### src/rtl/result_frame_accumulator.sv
// Frame accumulator for the 8-bit transform stream: per-frame saturating sum, max and min,
// published in registers with a one-cycle frame_done pulse.
module result_frame_accumulator #(
    parameter int FRAME_LEN = 8,
    parameter int SUM_W     = 12
) (
    input  logic             clk,
    input  logic             clear,
    input  logic             start,
    input  logic             in_valid,
    input  logic [7:0]       cct_data,
    output logic             busy,
    output logic             frame_done,
    output logic [SUM_W-1:0] frame_sum,
    output logic [7:0]       frame_max,
    output logic [7:0]       frame_min,
    output logic             overflow,
    output logic [7:0]       sample_count
);

    typedef enum logic [1:0] {IDLE, ACCUM, DONE} state_e;

    localparam logic [SUM_W-1:0] SUM_MAX  = {SUM_W{1'b1}};
    localparam logic [7:0]       LAST_IDX = 8'(FRAME_LEN - 1);

    state_e           state_q;
    logic             busy_q, frame_done_q, overflow_q, run_ovf_q;
    logic [SUM_W-1:0] frame_sum_q, run_sum_q;
    logic [7:0]       frame_max_q, frame_min_q, run_max_q, run_min_q, count_q;

    logic [SUM_W:0]   sum_wide;
    logic [SUM_W-1:0] run_sum_d;
    logic             run_ovf_d;
    logic [7:0]       run_max_d, run_min_d;

    // One spare carry bit detects saturation; the carry is sticky via run_ovf.
    always_comb begin
        sum_wide  = {1'b0, run_sum_q} + {{(SUM_W-7){1'b0}}, cct_data};
        run_ovf_d = run_ovf_q | sum_wide[SUM_W];
        run_sum_d = sum_wide[SUM_W] ? SUM_MAX : sum_wide[SUM_W-1:0];
        run_max_d = (cct_data > run_max_q) ? cct_data : run_max_q;
        run_min_d = (cct_data < run_min_q) ? cct_data : run_min_q;
    end

    // NOTE: all state is plain flops updated with non-blocking assignments; clear is
    // synchronous and wins over every other input, aborting any frame in flight.
    always_ff @(posedge clk) begin
        if (clear) begin
            state_q      <= IDLE;
            busy_q       <= 1'b0;
            frame_done_q <= 1'b0;
            frame_sum_q  <= '0;
            frame_max_q  <= '0;
            frame_min_q  <= '0;
            overflow_q   <= 1'b0;
            count_q      <= '0;
            run_sum_q    <= '0;
            run_max_q    <= '0;
            run_min_q    <= 8'hFF;
            run_ovf_q    <= 1'b0;
        end else begin
            frame_done_q <= 1'b0;
            case (state_q)
                IDLE: begin
                    if (start) begin
                        state_q   <= ACCUM;
                        busy_q    <= 1'b1;
                        run_sum_q <= '0;
                        run_max_q <= '0;
                        run_min_q <= 8'hFF;
                        run_ovf_q <= 1'b0;
                        count_q   <= '0;
                    end
                end
                ACCUM: begin
                    if (in_valid) begin
                        run_sum_q <= run_sum_d;
                        run_ovf_q <= run_ovf_d;
                        run_max_q <= run_max_d;
                        run_min_q <= run_min_d;
                        if (count_q == LAST_IDX) begin
                            // Publish including the final sample, so results are ready with frame_done.
                            frame_sum_q  <= run_sum_d;
                            frame_max_q  <= run_max_d;
                            frame_min_q  <= run_min_d;
                            overflow_q   <= run_ovf_d;
                            count_q      <= '0;
                            state_q      <= DONE;
                            busy_q       <= 1'b0;
                            frame_done_q <= 1'b1;
                        end else begin
                            count_q <= count_q + 8'd1;
                        end
                    end
                end
                DONE: begin
                    state_q <= IDLE;
                end
                default: begin
                    state_q <= IDLE;
                    busy_q  <= 1'b0;
                end
            endcase
        end
    end

    assign busy         = busy_q;
    assign frame_done   = frame_done_q;
    assign frame_sum    = frame_sum_q;
    assign frame_max    = frame_max_q;
    assign frame_min    = frame_min_q;
    assign overflow     = overflow_q;
    assign sample_count = count_q;

endmodule

### config.mk
export PLATFORM = sky130hd
export DESIGN_NAME = result_frame_accumulator
export DESIGN_NICKNAME = d
export VERILOG_FILES = /design/src/rtl/result_frame_accumulator.sv
export SDC_FILE = /design/constraint.sdc
export NUM_CORES = 1
export LEC_CHECK = 0
export BUFFER_PORTS_ARGS = -buffer_cell sky130_fd_sc_hd__clkbuf_2
export CAP_MARGIN = 15
export CORE_MARGIN = 2
export CORE_UTILIZATION = 25
export DETAILED_ROUTE_END_ITERATION = 16
export PLACE_DENSITY_LB_ADDON = 0.1
export SYNTH_ARGS = -nofsm -noshare
export SYNTH_HDL_FRONTEND = slang
export SYNTH_SLANG_ARGS = --single-unit
### constraint.sdc
create_clock -name clk -period 7.1 [get_ports clk]
set_clock_uncertainty 0.05 [all_clocks]
set_input_delay 1.42 -clock clk [delete_from_list [all_inputs] [get_ports clk]]
set_output_delay 1.42 -clock clk [all_outputs]
set_load 0.005 [all_outputs]
# Word level (Yosys, flattened, before mapping)
# Index checks and enable logic that the tools add are counted.
totals:
  ff_bits: 70
  inputBits: 12
  output_inout_bits: 39
  wordCells: 60
classes:
  add_sub_neg: 2
  n_lt_le_gt_ge: 2
  n_eq_ne: 6
  muxes: 27
  n_bitwise: 4
  reduce_logical: 7
ops:
  columns: ["operator", "count"]
  rows:
  - ["$mux 8", 8]
  - ["$pmux 8 s2", 3]
  - ["$mux 12", 3]
  - ["$pmux 12 s2", 1]
  - ["$add 12x8->13", 1]
  - ["$reduce_and 3->1", 3]
  - ["$add 8x1->8 const B", 1]
  - ["$eq 8x3->1 const B", 1]
  - ["$gt 8x8->1", 1]
  - ["$lt 8x8->1", 1]
  - ["$mux 1", 6]
  - ["$mux 2", 3]
  - ["$ne 2x2->1 const B", 3]
  - ["$pmux 2 s2", 1]
  - ["$reduce_and 4->1", 1]
  - ["$not 1->1", 3]
  - ["$pmux 1 s3", 1]
  - ["$reduce_or 3->1", 1]
  - ["$eq 2x1->1 const B", 1]
  - ["$eq 2x2->1 const B", 1]
  - ["$logic_not 2->1", 1]
  - ["$pmux 1 s2", 1]
  - ["$reduce_bool 2->1", 1]
  - ["$or 1x1->1", 1]

# Longest topological paths before layout
# Gate-level depths: netlist of the first run.
logic_depth:
  ltp_word: 4
  depth_mapped: 10
  depth_no_buf: 8

# Worst setup path before layout of the first run
# Ideal clock, no wire load.
synth_path:
  path_type: "input -> register"
  from: "in cct_data[0]"
  to: "reg frame_sum_q[2], in the netlist frame_sum[2]"
  setup_time_ps: 132
  arrival_ps: 3143
  path_slack_ps: 3775
  stages: 9
  path_buffers: 1
  path_cell_list: "ha_1 -> fa_1 -> a21o_1 -> a221oi_2 -> o21a_1 -> nor2_2 -> buf_2 -> nor3_1 -> nor3_1"
synth_via:
  elab_chain_len: 2
synth_lines:
  columns: ["item", "line_no", "source"]
  rows:
  - ["from (decl)", "11", "input logic [7:0] cct_data,"]
  - ["$add 12x8->13", "38", "sum_wide = {1'b0, run_sum_q} + {{(SUM_W-7){1'b0}}, cct_data};"]
  - ["$mux 12", "40", "run_sum_d = sum_wide[SUM_W] ? SUM_MAX : sum_wide[SUM_W-1:0];"]
  - ["to (signal assigned)", "83", "frame_sum_q <= run_sum_d;"]
  - ["to (decl)", "28", "logic [SUM_W-1:0] frame_sum_q, run_sum_q;"]
# No other way between the ends.
# A chain may end at the register's enable or synchronous reset.

# Worst setup path after layout of the first run
# Ends and elaborated chain as after synthesis.

==> impl_metrics.yaml, run 1 <==
final_layout:
  multi_input_area_um2: 1910
  drive_above_1_share_pct: 16.9
  antenna_cells: 0
  final_common_cell: "dfxtp_1"
  seqCellArea_um2: 1400
  area_growth_pct: 18.8
  mostFrequentLayoutCells: "70 x dfxtp_1, 53 x nor2_1, 50 x clkbuf_2"
  fin_nets: 470
  nFillCells: 1473
power_and_ir_drop:
  finalPower_mw: 0.912
  seqPwrFrac_pct: 44.5
  power_frac_comb_pct: 9.7
  ir_worst_vdd_v: 0.000105
  leakage_nw: 1.67
  power_density_nw_per_um2: 221
  pwr-share-clk_pct: 45.8
  p_sw_mw: 0.227
  switching_share_pct: 24.9
  internal_power_mw: 0.685
setup_path:
  crit_type: "input port to register"
  path_buf_inv: 1
  crit_chain: "clkbuf_2 > ha_1 > fa_1 > a21o_1 > a221oi_2 > o21a_1 > nor2_2 > nor3_1 > nor3_1"
  r2r_setup_slack_ps: 4050
  cp-startpoint: "cct_data[0]"
  crit_family: "compound AO/OA/AOI/OAI gates"
  start_kind: "input port"
  end_kind: "register"
  path_depth: 9
  cp_max_fo: 14
  r2r_start: "sample_count[0]"
  reg2regPathDepth: 7
  r2r_end: "frame_max[6]"
  cp_common_cell: "nor3_1"
  cp.required_ps: 7230
  cp_slowest_cell: "fa_1"
  crit_path_end: "frame_sum[2]"
  critical_path.max_stage_delay_ps: 410
  cp_data_arrival_time_ps: 3690
floorplanning:
  coreArea_um2: 13700
  start_util_pct: 25.4
  pin_count: 51
  die_area_um2: 14900
  rows: 43
  die_h_um: 122
  die_w_um: 122
route:
  viasPerCell: 4.73
  drc: 0
  drtIter0Drc: 110
  wire_per_inst_um: 15.3
  dr.pass1.iters: 4
  routed_wl_um: 9470
  num_vias: 2918
  antenna_left: 0
synth:
  synthArstFlopShare_pct: 0
  yosysSeqAreaShare_pct: 40.3
  synth_nets: 428
  yosys_warnings: 0
  synthTopCellsByArea: "dfxtp_1 40%, ha_1 8.6%, nor2_1 5.7%"
  yosys.area.top_type_share_pct: 40.3
  ys_ff_latch: 70
  synth_edf_count: 0
  yosys.area.top_type: "dfxtp_1"
  syn-instance-count: 391
  post_synth.cell_area_avg_um2: 8.90
  yosys_most_used_dff: "dfxtp_1"
  synth_area_um2: 3480
  synth_cell_types: 59
timing:
  worst_slew_pin_slew_ps: 1070
  worst_slack_ps: 3540
  fin_tns_setup_ps: 0
  hold_ws_ps: 406
  period_needed_ps: 3560
  max_freq_ghz: 0.281
  slew_violations: 0
  relSlewSlack_pct: 28.0
  rsz0062_at_grt: "false"
  setup_violations: 0
  period_share_pct: 50.1
  hold_viol: 0
place:
  place_congestion: 0.754
  port_buffers: 50
  post-place-ws_ps: 3160
  place_hpwl_um: 6610
global_route:
  grt_pass1_wl_um: 15300
  overflow: 0
  grt_pass1_vias: 2819
  antenna_found_initial: 0
  track_usage_pct: 13.7
  grt_max_degree: 43
clock_tree:
  cts_tree: "done"
  cts_buffers: 9
  htree_levels: 3
  cts.clk_slew.worst_paths_ps: 60
  post_cts_resized: 0
  cts_max_path_buffers: 2
  insertion_delay_ps: 340
  clock-sinks: 70
  post_cts_buffers: 0
  postCtsHoldBufs: 0
  cts-root-buf: "clkbuf_16"
hold_path:
  min_path_type: "register to register"
job:
  drv_cap: 0
run_status:
  outcome: "finished clean"
==> power by group through the flow <==
stage | logic, mW | registers [mW] | clock network [mW]
floorplan | 0.0619 | 0.413 | 0
global placement | 0.0904 | 0.414 | 0
detailed placement | 0.0898 | 0.414 | 0
CTS | 0.0904 | 0.406 | 0.438
global route | 0.101 | 0.407 | 0.453
finish | 0.0887 | 0.406 | 0.418
==> cell usage after synthesis, drive strengths merged (8+ instances only) <==
cell and count:
mux2i 12, dfxtp 70, nand2 24, nor3 16
o21ai 17, a22o 11, a21oi 22, nor2 54
buf 12, inv 19, o22a 8, clkbuf 8
a211oi 18, ha 24
==> per-layer routing <==
metal | vias to the layer above | routed length [um] | global-route usage, %
met5 | - | 0 | 0
met2 | 45 | 4090 | 20.4
met1 | 1350 | 4840 | 18.8
li1 | 1505 | - | -
met3 | 18 | 297 | 2.81
met4 | 0 | 240 | 6.82
==> worst min-delay path by stage <==
stage	depth (start not counted)	startpoint	slack, ps	endpoint
global placement	2	run_ovf_q	400	run_ovf_q
global route	2	run_sum_q[2]	430	run_sum_q[2]
floorplan	2	run_sum_q[3]	380	run_sum_q[3]
detailed placement	2	run_ovf_q	400	run_ovf_q
CTS	2	run_ovf_q	410	run_ovf_q
finish	2	run_sum_q[4]	410	run_sum_q[4]
==> registers in the layout (all words and copies together) (netlist names) <==
name	count
state_q	2
frame_max	8
run_min_q	8
run_sum_q	12
frame_sum	12
frame_done	1
run_ovf_q	1
run_max_q	8
overflow	1
sample_count	8
busy	1
frame_min	8
==> worst register-to-register path, cell delays in order (launching register included) <==
cell and delay, ps:
dfxtp_1 410, ha_1 290, nor4b_1 280, and3_1 380
and2_1 710, buf_4 400, nor2_1 70, a2111oi_1 350
==> cells by family (layout without fill, tap and decap cells) <==
kind of cell             count (synthesis)  after routing  synth area share [%]
AND/OR/NAND/NOR                        128            128                  17.4
AO/OA/AOI/OAI                          108            108                  22.4
flip-flops                              70             70                  40.3
buffers and inverters                   39             85                  5.03
adder cells (fa/ha/maj)                 25             25                  9.21
multiplexers                            12             12                  3.45
XOR/XNOR                                 9              9                  2.27
==> stage by stage <==
step | instance area, um2 | std cells | util [%]
6_report | 4130 | 617 | 30.1
5_1_grt | 4130 | 617 | 30.1
4_1_cts | 4130 | 617 | 30.1
3_5_place_dp | 3860 | 602 | 28.2
3_3_place_gp | 3860 | 602 | 28.2
2_1_floorplan | 3480 | 391 | -
==> cell type report <==
cell class,count,area share (%)
multi-input cells,282,46.2
flip-flops and latches,70,33.9
clock buffers,14,6.39
repair buffers,51,6.24
well taps,180,5.45
inverters,19,1.73
clock inverters,1,0.121
No activity file was read; power rests on OpenSTA's default activity.
==> inputs of run 2 (changes only) <==
--- a/config.mk
+++ b/config.mk
@@ -5,6 +5,7 @@
 export SDC_FILE = /design/constraint.sdc
 export NUM_CORES = 1
 export LEC_CHECK = 0
+export ABC_AREA = 1
 export BUFFER_PORTS_ARGS = -buffer_cell sky130_fd_sc_hd__clkbuf_2
 export CAP_MARGIN = 15
 export CORE_MARGIN = 2
==> constraint.sdc (replaced) <==
create_clock -name clk -period 3.5 [get_ports clk]
set_clock_uncertainty 0.05 [all_clocks]
set_input_delay 0.7 -clock clk [delete_from_list [all_inputs] [get_ports clk]]
set_output_delay 0.7 -clock clk [all_outputs]
set_load 0.005 [all_outputs]
==> run 2 against run 1 <==
Against the previous run: first-iteration DRC count increased by 38%; via count increased by 24%; wire length increased by 11%; clock power increased by 140%; non-clock buffer count increased by 4; register-to-register slack got worse by 2600 ps; critical path depth increased by 2; combinational power increased to 3.2 times the previous value; count of clock-buffer cells in the layout decreased by 3; critical endpoint is now run_sum_q[2]; largest cell class unchanged; largest power group unchanged.
==> impl_metrics.yaml, run 2 <==
run_status:
  outcome: "finished clean"
route:
  dr.pass1.iters: 4
  num_vias: 3619
  viasPerCell: 4.51
  drc: 0
  antenna_left: 0
  routed_wl_um: 10500
  wire_per_inst_um: 13.1
  drtIter0Drc: 152
floorplanning:
  pin_count: 51
  die_area_um2: 16600
  die_w_um: 129
  die_h_um: 129
  coreArea_um2: 15200
  rows: 45
  start_util_pct: 25.6
synth:
  synthArstFlopShare_pct: 0
  syn-instance-count: 564
  yosys_most_used_dff: "dfxtp_1"
  post_synth.cell_area_avg_um2: 6.90
  yosysSeqAreaShare_pct: 36.0
  synth_area_um2: 3890
  synth_edf_count: 0
  post-synth-top-count-cell: "nand2_1"
  ys_ff_latch: 70
  synth_nets: 601
  synthTopCellsByArea: "dfxtp_1 36%, nand2_1 15%, nand3_1 9.6%"
  synth_cell_types: 37
  yosys_warnings: 0
  synth_common_cells: "157 x nand2_1, 75 x nand3_1, 70 x dfxtp_1, 70 x inv_1, 40 x nor2_1"
  yosys.area.top_type_share_pct: 36.0
  yosys.area.top_type: "dfxtp_1"
global_route:
  antenna_found_initial: 0
  overflow: 0
  grt_pass1_vias: 3539
  grt_max_degree: 36
  grt_pass1_wl_um: 17800
  track_usage_pct: 13.8
final_layout:
  seqCellArea_um2: 1400
  fin_nets: 646
  multi_input_area_um2: 2100
  drive_above_1_share_pct: 15.1
  nFillCells: 1666
  antenna_cells: 0
  fin_util_pct: 30.4
  area_growth_pct: 18.9
  final_area_um2: 4630
  final_common_cell: "nand2_1"
  mostFrequentLayoutCells: "157 x nand2_1, 75 x nand3_1, 70 x inv_1, 70 x dfxtp_1, 50 x clkbuf_2"
  final_cells: 802
timing:
  fin_tns_setup_ps: 0
  period_needed_ps: 2240
  hold_ws_ps: 414
  slew_violations: 0
  worst_slew_pin_slew_ps: 763
  hold_viol: 0
  rsz0062_at_grt: "false"
  setup_violations: 0
  relSlewSlack_pct: 49.1
  worst_slack_ps: 1260
  max_freq_ghz: 0.447
  period_share_pct: 63.9
setup_path:
  crit_path_end: "run_sum_q[2]"
  reg2regPathDepth: 10
  cp.required_ps: 3660
  r2r_start: "run_sum_q[0]"
  end_kind: "register"
  cp-startpoint: "cct_data[0]"
  r2r_end: "run_sum_q[2]"
  r2r_setup_slack_ps: 1470
  cp_max_fo: 14
  start_kind: "input port"
  cp_data_arrival_time_ps: 2390
  crit_type: "input port to register"
hold_path:
  min_path_type: "register to register"
place:
  dp.cells: 786
  place_congestion: 0.793
  place_area_um2: 4290
  place_hpwl_um: 7530
  port_buffers: 50
  post-place-ws_ps: 936
clock_tree:
  insertion_delay_ps: 340
  cts_tree: "done"
  postCtsHoldBufs: 0
  cts.clk_slew.worst_paths_ps: 60
  htree_levels: 3
  post_cts_resized: 0
  cts-root-buf: "clkbuf_16"
  post_cts_buffers: 0
  cts_max_path_buffers: 2
  cts_buffers: 9
  clock-sinks: 70
power_and_ir_drop:
  ir_worst_vdd_v: 0.000243
  power_density_nw_per_um2: 462
  finalPower_mw: 2.14
  leakage_nw: 2.34
job:
  drv_cap: 0
## run 2: routing by layer
| layer | GRT usage [%] | wire (um) | up-vias |
|---|---|---|---|
| met5 | 0 | 0 | - |
| met4 | 5.56 | 138 | 0 |
| met3 | 2.79 | 266 | 8 |
| met2 | 21.2 | 4500 | 59 |
| met1 | 19.0 | 5620 | 1639 |
| li1 | - | - | 1913 |
## run 2: area by class of cell
cell class | instances | share of cell area [%]
Tap cell | 188 | 5.08
Clock buffer | 11 | 5.46
Clock inverter | 5 | 1.76
Sequential cell | 70 | 30.3
Inverter | 71 | 5.76
Timing Repair Buffer | 55 | 6.22
Multi-Input combinational cell | 402 | 45.4
## run 2: worst min path at each step
stage | end | cells past startpoint | slack [ps] | start
floorplan | run_max_q[1] | 2 | 390 | run_max_q[1]
global placement | run_max_q[6] | 2 | 400 | run_max_q[6]
detailed placement | run_max_q[5] | 2 | 410 | run_max_q[5]
CTS | run_max_q[5] | 2 | 420 | run_max_q[5]
global route | run_max_q[5] | 2 | 430 | run_max_q[5]
finish | run_max_q[5] | 2 | 410 | run_max_q[5]
## run 2: cells by family (layout without fill, tap and decap cells)
logic type / after synthesis / after routing / share of synthesized area, %
compound gates: 69 / 69 / 9.71
xor+xnor: 1 / 1 / 0.225
fa+ha+maj: 25 / 25 / 8.23
buf+inv: 92 / 142 / 10.0
flops: 70 / 70 / 36.0
simple gates: 307 / 307 / 35.8
## run 2: critical path: stages
cell and delay, ps:
clkbuf_2 130, ha_1 260, fa_1 410, nand2_1 120
o21ai_2 90, nand2_2 80, nand2_2 90, nand2_4 190
o21ai_0 150, nand2_1 90, a21oi_1 70
## run 2: power breakdown
group | internal [mW] | switching, mW | total, mW | leakage [nW]
combinational | 0.0919 | 0.191 | 0.283 | 1.61
sequential | 0.820 | 0.0136 | 0.834 | 0.567
clock | 0.662 | 0.358 | 1.02 | 0.162
